`config.mk`:
```
export PLATFORM = sky130hd
export DESIGN_NAME = rx_pkt_sequencer
export DESIGN_NICKNAME = d
export VERILOG_FILES = /design/src/rtl/rx_pkt_sequencer_pkg.sv /design/src/rtl/rx_pkt_sequencer_sat.sv /design/src/rtl/rx_pkt_sequencer.sv
export SDC_FILE = /design/constraint.sdc
export NUM_CORES = 1
export LEC_CHECK = 0
export CAP_MARGIN = 40
export CORE_UTILIZATION = 50
export CTS_CLUSTER_SIZE = 30
export DETAILED_ROUTE_END_ITERATION = 12
export HOLD_SLACK_MARGIN = 0.06
export PLACE_DENSITY = 0.85
export REMOVE_ABC_BUFFERS = 1
export SYNTH_ARGS = -nofsm -noshare
export SYNTH_HDL_FRONTEND = slang
export SYNTH_SLANG_ARGS = --single-unit
```
`constraint.sdc`:
```
create_clock -name s00_axi_aclk -period 5.25 [get_ports s00_axi_aclk]
set_clock_uncertainty 0.2 [all_clocks]
set_input_delay 0.7875 -clock s00_axi_aclk [delete_from_list [all_inputs] [get_ports s00_axi_aclk]]
set_output_delay 0.7875 -clock s00_axi_aclk [all_outputs]
set_load 0.01 [all_outputs]
```
`src/rtl/rx_pkt_sequencer_pkg.sv`:
```
// Shared types and constants for the OFDM receive packet sequencer.
package rx_pkt_sequencer_pkg;

    typedef enum logic [2:0] {
        ST_IDLE     = 3'd0,
        ST_WAIT_HDR = 3'd1,
        ST_DATA     = 3'd2,
        ST_WAIT_FCS = 3'd3,
        ST_RECOVER  = 3'd4
    } state_e;

    typedef enum logic [2:0] {
        CAUSE_NONE         = 3'd0,
        CAUSE_HDR_TIMEOUT  = 3'd1,
        CAUSE_HDR_BAD      = 3'd2,
        CAUSE_OVERRUN      = 3'd3,
        CAUSE_BYTE_TIMEOUT = 3'd4
    } abort_cause_e;

    localparam int unsigned DEF_HDR_TIMEOUT  = 4096;
    localparam int unsigned DEF_BYTE_TIMEOUT = 1024;
    localparam int unsigned BYTE_CNT_W       = 16;

    function automatic logic [BYTE_CNT_W-1:0] byte_cnt_next(input logic [BYTE_CNT_W-1:0] c);
        return (c == '1) ? c : c + 1'b1;
    endfunction

endpackage

```
`src/rtl/rx_pkt_sequencer_sat.sv`:
```
// Saturating up-counter with synchronous clear; clear wins over increment.
// Latency: count visible the cycle after inc_i. No backpressure.
// Backpressure: none; increments beyond all-ones are dropped.
module sat_counter #(
    parameter int unsigned WIDTH = 16
) (
    input  logic             clk_i,
    input  logic             rst_ni,
    input  logic             clr_i,
    input  logic             inc_i,
    output logic [WIDTH-1:0] cnt_o
);

    logic [WIDTH-1:0] cnt_q, cnt_d;

    always_comb begin
        cnt_d = cnt_q;
        if (clr_i) begin
            cnt_d = '0;
        end else if (inc_i && (cnt_q != '1)) begin
            cnt_d = cnt_q + 1'b1;
        end
    end

    always_ff @(posedge clk_i or negedge rst_ni) begin
        if (!rst_ni) cnt_q <= '0;
        else         cnt_q <= cnt_d;
    end

    assign cnt_o = cnt_q;

endmodule

```
`src/rtl/rx_pkt_sequencer.sv`:
```
// Per-packet supervisor for the OFDM receive core: tracks header/bytes/FCS, aborts and resets the core.
// Latency: all outputs registered; strobes appear the cycle after the triggering input.
// Backpressure: none; input strobes are never stalled, and are ignored while the core is held in reset.
module rx_pkt_sequencer
    import rx_pkt_sequencer_pkg::*;
#(
    parameter int unsigned CNT_WIDTH     = 16,
    parameter int unsigned TIMEOUT_WIDTH = 20,
    parameter int unsigned RST_PULSE_LEN = 8
) (
    input  logic                     s00_axi_aclk,
    input  logic                     s00_axi_aresetn,
    input  logic                     enable,
    input  logic                     sw_reset,
    input  logic [TIMEOUT_WIDTH-1:0] hdr_timeout,
    input  logic [TIMEOUT_WIDTH-1:0] byte_timeout,
    input  logic                     demod_is_ongoing,
    input  logic                     pkt_header_valid_strobe,
    input  logic                     pkt_header_valid,
    input  logic                     ht_unsupport,
    input  logic [15:0]              pkt_len,
    input  logic                     byte_out_strobe,
    input  logic                     fcs_out_strobe,
    input  logic                     fcs_ok,
    output logic                     core_reset,
    output logic                     busy,
    output logic                     pkt_done_strobe,
    output logic                     pkt_done_fcs_ok,
    output logic                     abort_strobe,
    output logic [2:0]               abort_cause,
    output logic [15:0]              rx_byte_cnt,
    output logic [CNT_WIDTH-1:0]     ok_cnt,
    output logic [CNT_WIDTH-1:0]     bad_cnt,
    output logic [CNT_WIDTH-1:0]     abort_cnt,
    output logic [2:0]               state_out
);

    localparam int unsigned RW = (RST_PULSE_LEN > 1) ? $clog2(RST_PULSE_LEN) : 1;
    localparam logic [RW-1:0] RST_LAST = RW'(RST_PULSE_LEN - 1);

    state_e                   state_q, state_d;
    logic [TIMEOUT_WIDTH-1:0] timer_q, timer_d, timer_run;
    logic [RW-1:0]            rst_cnt_q, rst_cnt_d;
    logic [15:0]              len_q, len_d;
    abort_cause_e             cause_q, cause_d, cause_evt;
    logic                     abort_q, abort_d, done_q, done_d, fcs_ok_q, fcs_ok_d;
    logic                     core_reset_q, core_reset_d, busy_q, busy_d;
    logic                     done_evt, abort_evt, hdr_ok, byte_inc, ok_inc, bad_inc;
    logic                     hdr_expired, byte_expired;

    assign timer_run    = (timer_q == '1) ? timer_q : timer_q + 1'b1;
    assign hdr_expired  = (hdr_timeout  != '0) && (timer_q == hdr_timeout  - TIMEOUT_WIDTH'(1));
    assign byte_expired = (byte_timeout != '0) && (timer_q == byte_timeout - TIMEOUT_WIDTH'(1));

    always_ff @(posedge s00_axi_aclk or negedge s00_axi_aresetn) begin
        if (!s00_axi_aresetn) begin
            state_q      <= ST_IDLE;
            timer_q      <= '0;
            rst_cnt_q    <= '0;
            len_q        <= '0;
            cause_q      <= CAUSE_NONE;
            abort_q      <= 1'b0;
            done_q       <= 1'b0;
            fcs_ok_q     <= 1'b0;
            core_reset_q <= 1'b0;
            busy_q       <= 1'b0;
        end else begin
            state_q      <= state_d;
            timer_q      <= timer_d;
            rst_cnt_q    <= rst_cnt_d;
            len_q        <= len_d;
            cause_q      <= cause_d;
            abort_q      <= abort_d;
            done_q       <= done_d;
            fcs_ok_q     <= fcs_ok_d;
            core_reset_q <= core_reset_d;
            busy_q       <= busy_d;
        end
    end

    always_comb begin
        state_d   = state_q;
        timer_d   = timer_q;
        rst_cnt_d = rst_cnt_q;
        len_d     = len_q;
        cause_evt = CAUSE_NONE;
        done_evt  = 1'b0;
        abort_evt = 1'b0;
        hdr_ok    = 1'b0;
        byte_inc  = 1'b0;
        if (sw_reset) begin
            state_d   = ST_RECOVER;
            rst_cnt_d = '0;
        end else if (state_q == ST_RECOVER) begin
            if (rst_cnt_q == RST_LAST) state_d = ST_IDLE;
            else                       rst_cnt_d = rst_cnt_q + 1'b1;
        end else if (!enable) begin
            state_d = ST_IDLE;
        end else begin
            case (state_q)
                ST_IDLE: begin
                    if (demod_is_ongoing) begin
                        state_d = ST_WAIT_HDR;
                        timer_d = '0;
                    end
                end
                ST_WAIT_HDR: begin
                    timer_d = timer_run;
                    if (pkt_header_valid_strobe) begin
                        if (pkt_header_valid && !ht_unsupport) begin
                            hdr_ok  = 1'b1;
                            len_d   = pkt_len;
                            timer_d = '0;
                            state_d = (pkt_len == '0) ? ST_WAIT_FCS : ST_DATA;
                        end else begin
                            abort_evt = 1'b1;
                            cause_evt = CAUSE_HDR_BAD;
                        end
                    end else if (hdr_expired) begin
                        abort_evt = 1'b1;
                        cause_evt = CAUSE_HDR_TIMEOUT;
                    end else if (!demod_is_ongoing) begin
                        state_d = ST_IDLE;
                    end
                end
                ST_DATA, ST_WAIT_FCS: begin
                    byte_inc = byte_out_strobe;
                    timer_d  = byte_out_strobe ? '0 : timer_run;
                    if (fcs_out_strobe) begin
                        done_evt = 1'b1;
                        state_d  = ST_IDLE;
                    end else if (byte_out_strobe && (state_q == ST_WAIT_FCS)) begin
                        abort_evt = 1'b1;
                        cause_evt = CAUSE_OVERRUN;
                    // A byte arriving this cycle means the stream has not stalled.
                    end else if (!byte_out_strobe && byte_expired) begin
                        abort_evt = 1'b1;
                        cause_evt = CAUSE_BYTE_TIMEOUT;
                    end else if (byte_out_strobe && (byte_cnt_next(rx_byte_cnt) == len_q)) begin
                        state_d = ST_WAIT_FCS;
                    end
                end
                default: state_d = ST_IDLE;
            endcase
            if (abort_evt) begin
                state_d   = ST_RECOVER;
                rst_cnt_d = '0;
            end
        end
    end

    always_comb begin
        abort_d      = abort_evt;
        cause_d      = abort_evt ? cause_evt : cause_q;
        done_d       = done_evt;
        fcs_ok_d     = done_evt ? fcs_ok : fcs_ok_q;
        core_reset_d = (state_d == ST_RECOVER);
        busy_d       = (state_d != ST_IDLE);
        ok_inc       = done_evt && fcs_ok;
        bad_inc      = done_evt && !fcs_ok;
    end

    sat_counter #(.WIDTH(BYTE_CNT_W)) u_byte_cnt (
        .clk_i(s00_axi_aclk), .rst_ni(s00_axi_aresetn), .clr_i(hdr_ok), .inc_i(byte_inc), .cnt_o(rx_byte_cnt)
    );
    sat_counter #(.WIDTH(CNT_WIDTH)) u_ok_cnt (
        .clk_i(s00_axi_aclk), .rst_ni(s00_axi_aresetn), .clr_i(1'b0), .inc_i(ok_inc), .cnt_o(ok_cnt)
    );
    sat_counter #(.WIDTH(CNT_WIDTH)) u_bad_cnt (
        .clk_i(s00_axi_aclk), .rst_ni(s00_axi_aresetn), .clr_i(1'b0), .inc_i(bad_inc), .cnt_o(bad_cnt)
    );
    sat_counter #(.WIDTH(CNT_WIDTH)) u_abort_cnt (
        .clk_i(s00_axi_aclk), .rst_ni(s00_axi_aresetn), .clr_i(1'b0), .inc_i(abort_evt), .cnt_o(abort_cnt)
    );

    assign core_reset      = core_reset_q;
    assign busy            = busy_q;
    assign pkt_done_strobe = done_q;
    assign pkt_done_fcs_ok = fcs_ok_q;
    assign abort_strobe    = abort_q;
    assign abort_cause     = cause_q;
    assign state_out       = state_q;

endmodule
```
==> impl_results.md, run 1 <==
* Outcome: completed
* Global Route Usage Sum at 28.56%
* Worst Hold Launch: abort_cause[2]$_DFFE_PN0P_
* Flops & latches, synth at 114
* Fin crit period at between 4 and 5 ns
* Total CTS buffers at 17
* Clock root buffer: clkbuf_16
* Hold_buf cts at 1
* Antenna violations before repair at 0
* CTS max path bufs at 2
* Clock power frac at 51.4%
* Async set-reset flop share out of synthesis at 100.0%
* Critical-path cell list: clkdlybuf4s50_1, inv_1, ha_1, nor3b_1, a21boi_0, or4b_2, a2111oi_4, o2111ai_2, nor4b_4, o21ai_2, nor3_1, mux2_1
* Final nets at 1052
* Clock latency on the worst-skew pair at 0.41 ns
* Synth warn at 0
* Fmax at 208.8 MHz
* Max Fanout on Critical Path at 6
* Cell Pwr Density at 228.4 mW/mm^2
* Post-synthesis xor/xnor area fraction at between 10% and 20%
* Net Switching at a little over 0.5 mW
* Crit path launch: hdr_timeout[0]
* Post-synthesis cell area at 0.007387 mm^2
* Maximum vdd drop at between 0.2 and 0.3 mV
* Number of flops mapped to enable cells by yosys at 0
* WS Path Type: input pin to register
* Core Util, Final at between 60 and 70%
* Slowest CP cell: or4b_2
* Starting Density at approximately half
* Final setup fails at 0
* IO buf count at approximately 140
* Worst-margin pin slew at 0.8291 ns
* TritonRoute pass-1 iters at 7
* Main combinational cell family by area after synthesis: simple AND/OR/NAND/NOR gates
* Mux cell area share after synthesis at 4.455%
* Syn Inst Count at 828
* DR vias/cell at 5.979
* Worst hold-check path type: register to register
* GPL Wtd Cong at between 0.9 and 1
* # rows at 44
* Internal at approximately 1.7 mW
* Rel. slew slack at between 40 and 50%
* Postcts setup bufs at 0
* Post-synthesis compound-gate area fraction at 12.08%
* Register cell area after layout at 0.002853 mm^2
* Fill cells at 1108
* Distinct cells, synth at 72
* Area Overhead vs Synth at 30.32%
* Final Total Pwr at roughly 2.2 mW
* Register area share after synthesis at between 30% and 40%
* N_diodes at 0
* ANT nets after route at 0
* WL final at 20.99 mm
* Top FF cell, synth: dfrtp_1
* Final Max Slew Viols at 0
* Simple-gate share of the synthesized area at 26.78%
* Gr ovfl total at 0
* Setup ws final at 0.4617 ns
* Sequential Power Share at 40.5%
* Area of the multi-input gates at 0.004337 mm^2
* DRC viols at 0
* Worst setup SP type: input pin
* Net Sw Frac at a little under a quarter
* Leak at 3.931 nW
* WP data required at 5.34 ns
* CTS tree: done
* H-tree level count at 4
* Share of layout cells above drive strength 1 at 8.502%
* Die Footprint at 0.01526 mm^2
* Clk pin slew, worst setup/hold paths at 0.06 ns
* Post-cts sizing count at 0
* Fin crit share at 91.20%
* Logic pwr share at 8.0%
* Worst slack, placed at 0.1063 ns
* RSZ-0062 raised after global routing: no
* Slowest cell delay on critical path at 0.72 ns
* Core box area at 0.01448 mm^2
* Post-Synth Adder-Cell Area at 1.694%
* TNS Setup at 0 ns
* Synth Area per Inst at 8.922 um^2
* DIE HEIGHT at 123.6 um
* Critical path arrival at 4.88 ns
* Drt wl/cell at 17.91 um
* CP endpoint kind: register
* Vias at 7007
* Max Cap Viol at 0
* Final HPWL DP at 14.91 mm
* Hold Vio Cnt, Final at 0
* RR Startpoint: timer_q[8]$_DFFE_PN0P_
* DRT iter0 DRCs at 774
* Num ports at 142
* Largest net degree at the start of global routing at 67
* Total clock sinks at between 100 and 150
* Vias in the first global route at 6649
* Die Width at 123.6 um
* Final hold slack at 0.2771 ns
* First-pass GRT wire length at 33.35 mm
## cell type report
cell class / count / share of cell area [%]
multi-input cells: 662 / 45.05
flip-flops and latches: 114 / 29.63
repair buffers: 156 / 15.97
clock buffers: 19 / 4.601
well taps: 184 / 2.391
clock inverters: 13 / 1.417
inverters: 24 / 0.9358
## metal layers
layer	vias up	wire length (um)	track usage, %
met5	-	0	0
met2	339	9660	44.55
met4	0	510	9.187
met3	53	1809	7.795
li1	3292	-	-
met1	3323	9007	38.38
## cell usage after synthesis (all sizes together) (3+ instances only)
| library cell | number | area [um^2] |
|---|---|---|
| or2 | 4 | 25.02 |
| o2111ai | 5 | 50.04 |
| a41oi | 5 | 43.79 |
| dfrtp | 114 | 2853 |
| mux2i | 10 | 100.1 |
| o311ai | 3 | 26.28 |
| nor4b | 4 | 50.05 |
| xnor2 | 65 | 569.3 |
| nand4 | 23 | 143.9 |
| nor3 | 35 | 180.2 |
| nor2b | 9 | 56.30 |
| a31oi | 6 | 37.54 |
| o21a | 3 | 22.52 |
| and4 | 9 | 78.83 |
| o22ai | 3 | 18.77 |
| o21ai | 36 | 187.7 |
| or3 | 18 | 117.6 |
| o31ai | 14 | 105.1 |
| and3 | 15 | 93.84 |
| inv | 24 | 90.09 |
| nand2 | 93 | 349.1 |
| a21oi | 27 | 135.1 |
| nor3b | 6 | 45.04 |
| mux2 | 20 | 229.0 |
| or4 | 5 | 41.29 |
| nand3 | 44 | 220.2 |
| ha | 10 | 125.1 |
| nand3b | 5 | 37.54 |
| nor4 | 23 | 150.1 |
| clkbuf | 27 | 101.4 |
| nand2b | 12 | 75.07 |
| o211ai | 7 | 57.55 |
| xor2 | 50 | 437.9 |
| nor2 | 62 | 237.7 |
## registers in the layout, summed over array words and instances, names as in the netlist
| register | count |
|---|---|
| abort_cause | 3 |
| abort_strobe | 1 |
| busy | 1 |
| core_reset | 1 |
| len_q | 16 |
| pkt_done_fcs_ok | 1 |
| pkt_done_strobe | 1 |
| rst_cnt_q | 3 |
| state_out | 3 |
| timer_q | 20 |
| u_abort_cnt.cnt_o | 16 |
| u_bad_cnt.cnt_o | 16 |
| u_byte_cnt.cnt_o | 16 |
| u_ok_cnt.cnt_o | 16 |
## through the flow
step / std cells / area [um^2]
floorplan: 800 / 7274
finish: 1172 / 9627
global placement: 1136 / 9001
CTS: 1172 / 9627
global route: 1172 / 9627
detailed placement: 1139 / 9037
## final timing paths
kind | to | slack (ns) | cells past startpoint
worst max-delay path | u_abort_cnt.cnt_o[12]$_DFFE_PN0P_ | 0.46 | 12
worst min-delay path | abort_cause[2]$_DFFE_PN0P_ | 0.28 | 1
worst max register to register | u_abort_cnt.cnt_o[12]$_DFFE_PN0P_ | 1.50 | 9
worst min register to register | abort_cause[2]$_DFFE_PN0P_ | 0.28 | 1
max in group asynchronous | u_abort_cnt.cnt_o[11]$_DFFE_PN0P_ | 3.17 | 4
min in group asynchronous | u_byte_cnt.cnt_o[5]$_DFFE_PN0P_ | 0.55 | 2
## critical path: cells and delay by family
kind / cells / cell delay (ns)
fa+ha+maj: 1 / 0.22
mux: 1 / 0.35
buf+inv: 2 / 0.58
compound gates: 4 / 0.89
simple gates: 4 / 2.05
## logic make-up after synthesis
| group | after synthesis |
|---|---|
| buffers and inverters | 52 |
| AND/OR/NAND/NOR | 376 |
| flip-flops | 114 |
| XOR/XNOR | 115 |
| multiplexers | 30 |
| AO/OA/AOI/OAI | 131 |
| adder cells (fa/ha/maj) | 10 |
## cell usage in the layout, fill, tap and decap left out, drive strengths merged, types with 4 or more instances in the layout
master,instances
or2,4
mux2i,10
a21oi,27
a41oi,5
o21ai,36
a31oi,6
mux2,20
nor3b,6
or3,18
nor2,62
nor4,23
clkbuf,19
ha,10
nand3b,5
xnor2,65
buf,15
nor3,35
nand3,44
nand4,23
inv,25
nand2b,12
o211ai,7
and4,9
o2111ai,5
nor4b,4
clkinv,9
xor2,50
o31ai,14
and3,15
clkdlybuf4s50,140
nand2,93
or4,5
dfrtp,114
nor2b,9
## power by group through the flow
stage	sequential [mW]	clock, mW	combinational (mW)
3_3_place_gp	0.906	0	0.169
4_1_cts	0.891	1.14	0.176
2_1_floorplan	0.905	0	0.0645
5_1_grt	0.891	1.18	0.193
6_report	0.891	1.13	0.177
3_5_place_dp	0.906	0	0.174
Note: power is estimated with default switching activity, not from simulation.
==> run 2, diff against run 1 <==
CAP_MARGIN = 20   (was 40)
PLACE_DENSITY = unset   (was 0.85)
PLACE_DENSITY_LB_ADDON = 0.08   (was unset)
==> run 2 against run 1 <==
Against the previous run:
- clock-buffer cell count down 2
- routed wire length down 0.58%
- critical endpoint unchanged
- combinational power down 3%
- register-to-register slack worse by 0.11 ns
==> impl_results.md, run 2 (synthesized netlist as in run 1, its figures left out) <==
* Outcome: completed
* Post-cts sizing count at 0 (unchanged)
* Worst hold-check path type: input pin to async pin
* Worst-margin pin slew at 0.9231 ns (+0.09399 ns)
* WS Path Type: input pin to register
* Fin crit period at 4.760 ns (-0.02837 ns)
* DIE HEIGHT at 123.6 um (unchanged)
* Placed Cells at 1137 (-0.18%)
* RSZ-0062 raised after global routing: no
* IO buf count at 141 (unchanged)
* Hold_buf cts at 0 (-1)
* # rows at 44 (unchanged)
* Vias at 6944 (-0.90%)
* Total clock sinks at 114 (unchanged)
* Gr ovfl total at 0 (unchanged)
* Worst slack, placed at 0.09037 ns (-0.01590 ns)
* CTS max path bufs at 2 (unchanged)
* Max Fanout on Critical Path at 6 (unchanged)
* Max Cap Viol at 0 (unchanged)
* DRT iter0 DRCs at 431 (-44%)
* Max FFs per register at 20 (unchanged)
* Final nets at 1051 (-0.095%)
* TritonRoute pass-1 iters at 6 (-1)
* Met2 Use GR at 45.53% (+0.98 points)
* Leak at 3.919 nW (-0.31%)
* Hold Vio Cnt, Final at 0 (unchanged)
* CTS tree: done
* Largest net degree at the start of global routing at 65 (-3.0%)
* Antenna violations before repair at 0 (unchanged)
* N_diodes at 0 (unchanged)
* Num ports at 142 (unchanged)
* WP data required at 5.35 ns (about the same)
* ANT nets after route at 0 (unchanged)
* Fin crit share at 90.66% (-0.54 points)
* Clock root buffer: clkbuf_16
* Setup ws final at 0.4901 ns (+0.02837 ns)
* Final HPWL DP at 15.49 mm (+3.9%)
* Maximum vdd drop at 0.2423 mV (-7.7%)
* Rel. slew slack at 38.23% (-6.3 points)
* H-tree level count at 4 (unchanged)
* DR vias/cell at 5.930 (-0.81%)
* Final Max Slew Viols at 0 (unchanged)
* Area Overhead vs Synth at 30.25% (about the same)
* Share of layout cells above drive strength 1 at 8.713% (+0.21 points)
* Top reg by flops: timer_q
* Fill cells at 1194 (+7.8%)
* GPL Wtd Cong at 0.9068 (-5.9%)
* TNS Setup at 0 ns (unchanged)
* Global Route Usage Sum at 28.29% (-0.27 points)
* Layer with the highest usage: met2
* Postcts setup bufs at 0 (unchanged)
* WL final at 20.87 mm (-0.58%)
* Final setup fails at 0 (unchanged)
* Met1 Use GR at 37.04% (-1.3 points)
* Total CTS buffers at 17 (unchanged)
* Die Footprint at 0.01526 mm^2 (unchanged)
* Cell Pwr Density at 232.0 mW/mm^2 (+1.6%)
* Fmax at 210.1 MHz (+0.60%)
* Vias in the first global route at 6710 (+0.92%)
* Final std cells w/o fill at 1171 (-0.085%)
* First-pass GRT wire length at 33.26 mm (-0.25%)
* R2R depth at 9 (unchanged)
* Most frequent cells in the layout: clkdlybuf4s50_1, dfrtp_1, nand2_1
* Clock latency on the worst-skew pair at 0.42 ns (about the same)
* CP endpoint kind: register
* Core box area at 0.01448 mm^2 (unchanged)
* Clk pin slew, worst setup/hold paths at 0.06 ns (about the same)
* Starting Density at 51.02% (unchanged)
* Worst setup SP type: input pin
* Most common cell after layout, fill and taps aside: clkdlybuf4s50_1
* DRC viols at 0 (unchanged)
* Critical path arrival at 4.86 ns (-0.02 ns)
* Met3 GRT Util at 6.780% (-1.0 points)
* Die Width at 123.6 um (unchanged)
* Drt wl/cell at 17.82 um (-0.50%)
[run 2: where the power goes]
part | total (mW) | switching [mW] | internal [mW] | leakage, nW
Sequential | 0.892 | 0.00819 | 0.884 | 1.56
Clock | 1.17 | 0.456 | 0.712 | 0.285
Combinational | 0.172 | 0.0887 | 0.0832 | 2.07
Total | 2.23 | 0.553 | 1.68 | 3.92
[run 2: routing by layer]
layer / part of all wire [%] / routed length [um] / vias to the layer above
met5: 0 / 0 / -
li1: - / - / 3290
met3: 6.1 / 1273 / 36
met2: 48 / 9993 / 230
met4: 1.7 / 356 / 0
met1: 44 / 9241 / 3388
[run 2: per-stage QoR]
step	cell area [um^2]	util (%)	power (mW)	hold WS [ns]
3_3_place_gp	9009	62.22	1.075	0.2629
2_1_floorplan	7274	-	0.9693	0.2629
5_1_grt	9622	66.45	2.301	0.3044
4_1_cts	9609	66.37	2.245	0.2878
6_report	9622	66.45	2.232	0.2858
3_5_place_dp	9009	62.22	1.079	0.2772
[run 2: critical path: stages]
cell	delay [ns]
clkdlybuf4s50_1	0.48
inv_1	0.10
ha_1	0.22
nor3b_1	0.53
a21boi_0	0.18
or4b_2	0.72
a2111oi_4	0.38
o2111ai_2	0.19
nor4b_4	0.52
o21ai_2	0.17
nor3_1	0.24
mux2_1	0.34
[run 2: layout make-up]
cell class / instances / area, um^2 / share of cell area, %
Inverter: 24 / 90.09 / 0.9363
Tap cell: 184 / 230.2 / 2.393
Clock inverter: 15 / 175.2 / 1.821
Multi-Input combinational cell: 662 / 4337 / 45.07
Clock buffer: 17 / 425.4 / 4.421
Sequential cell: 114 / 2853 / 29.65
Timing Repair Buffer: 155 / 1511 / 15.71
[run 2: worst paths after layout]
path                                                from                           endpoint  slack, ns
setup reg to reg                  timer_q[8]$_DFFE_PN0P_  u_abort_cnt.cnt_o[12]$_DFFE_PN0P_       1.39
min in group s00_axi_aclk  u_ok_cnt.cnt_o[6]$_DFFE_PN0P_      u_ok_cnt.cnt_o[6]$_DFFE_PN0P_       0.29
hold reg to reg            u_ok_cnt.cnt_o[6]$_DFFE_PN0P_      u_ok_cnt.cnt_o[6]$_DFFE_PN0P_       0.29
setup / recovery                          hdr_timeout[0]  u_abort_cnt.cnt_o[12]$_DFFE_PN0P_       0.49
max in group asynchronous                s00_axi_aresetn           rst_cnt_q[0]$_DFFE_PN0P_       3.41
hold / removal                           s00_axi_aresetn             timer_q[9]$_DFFE_PN0P_       0.29
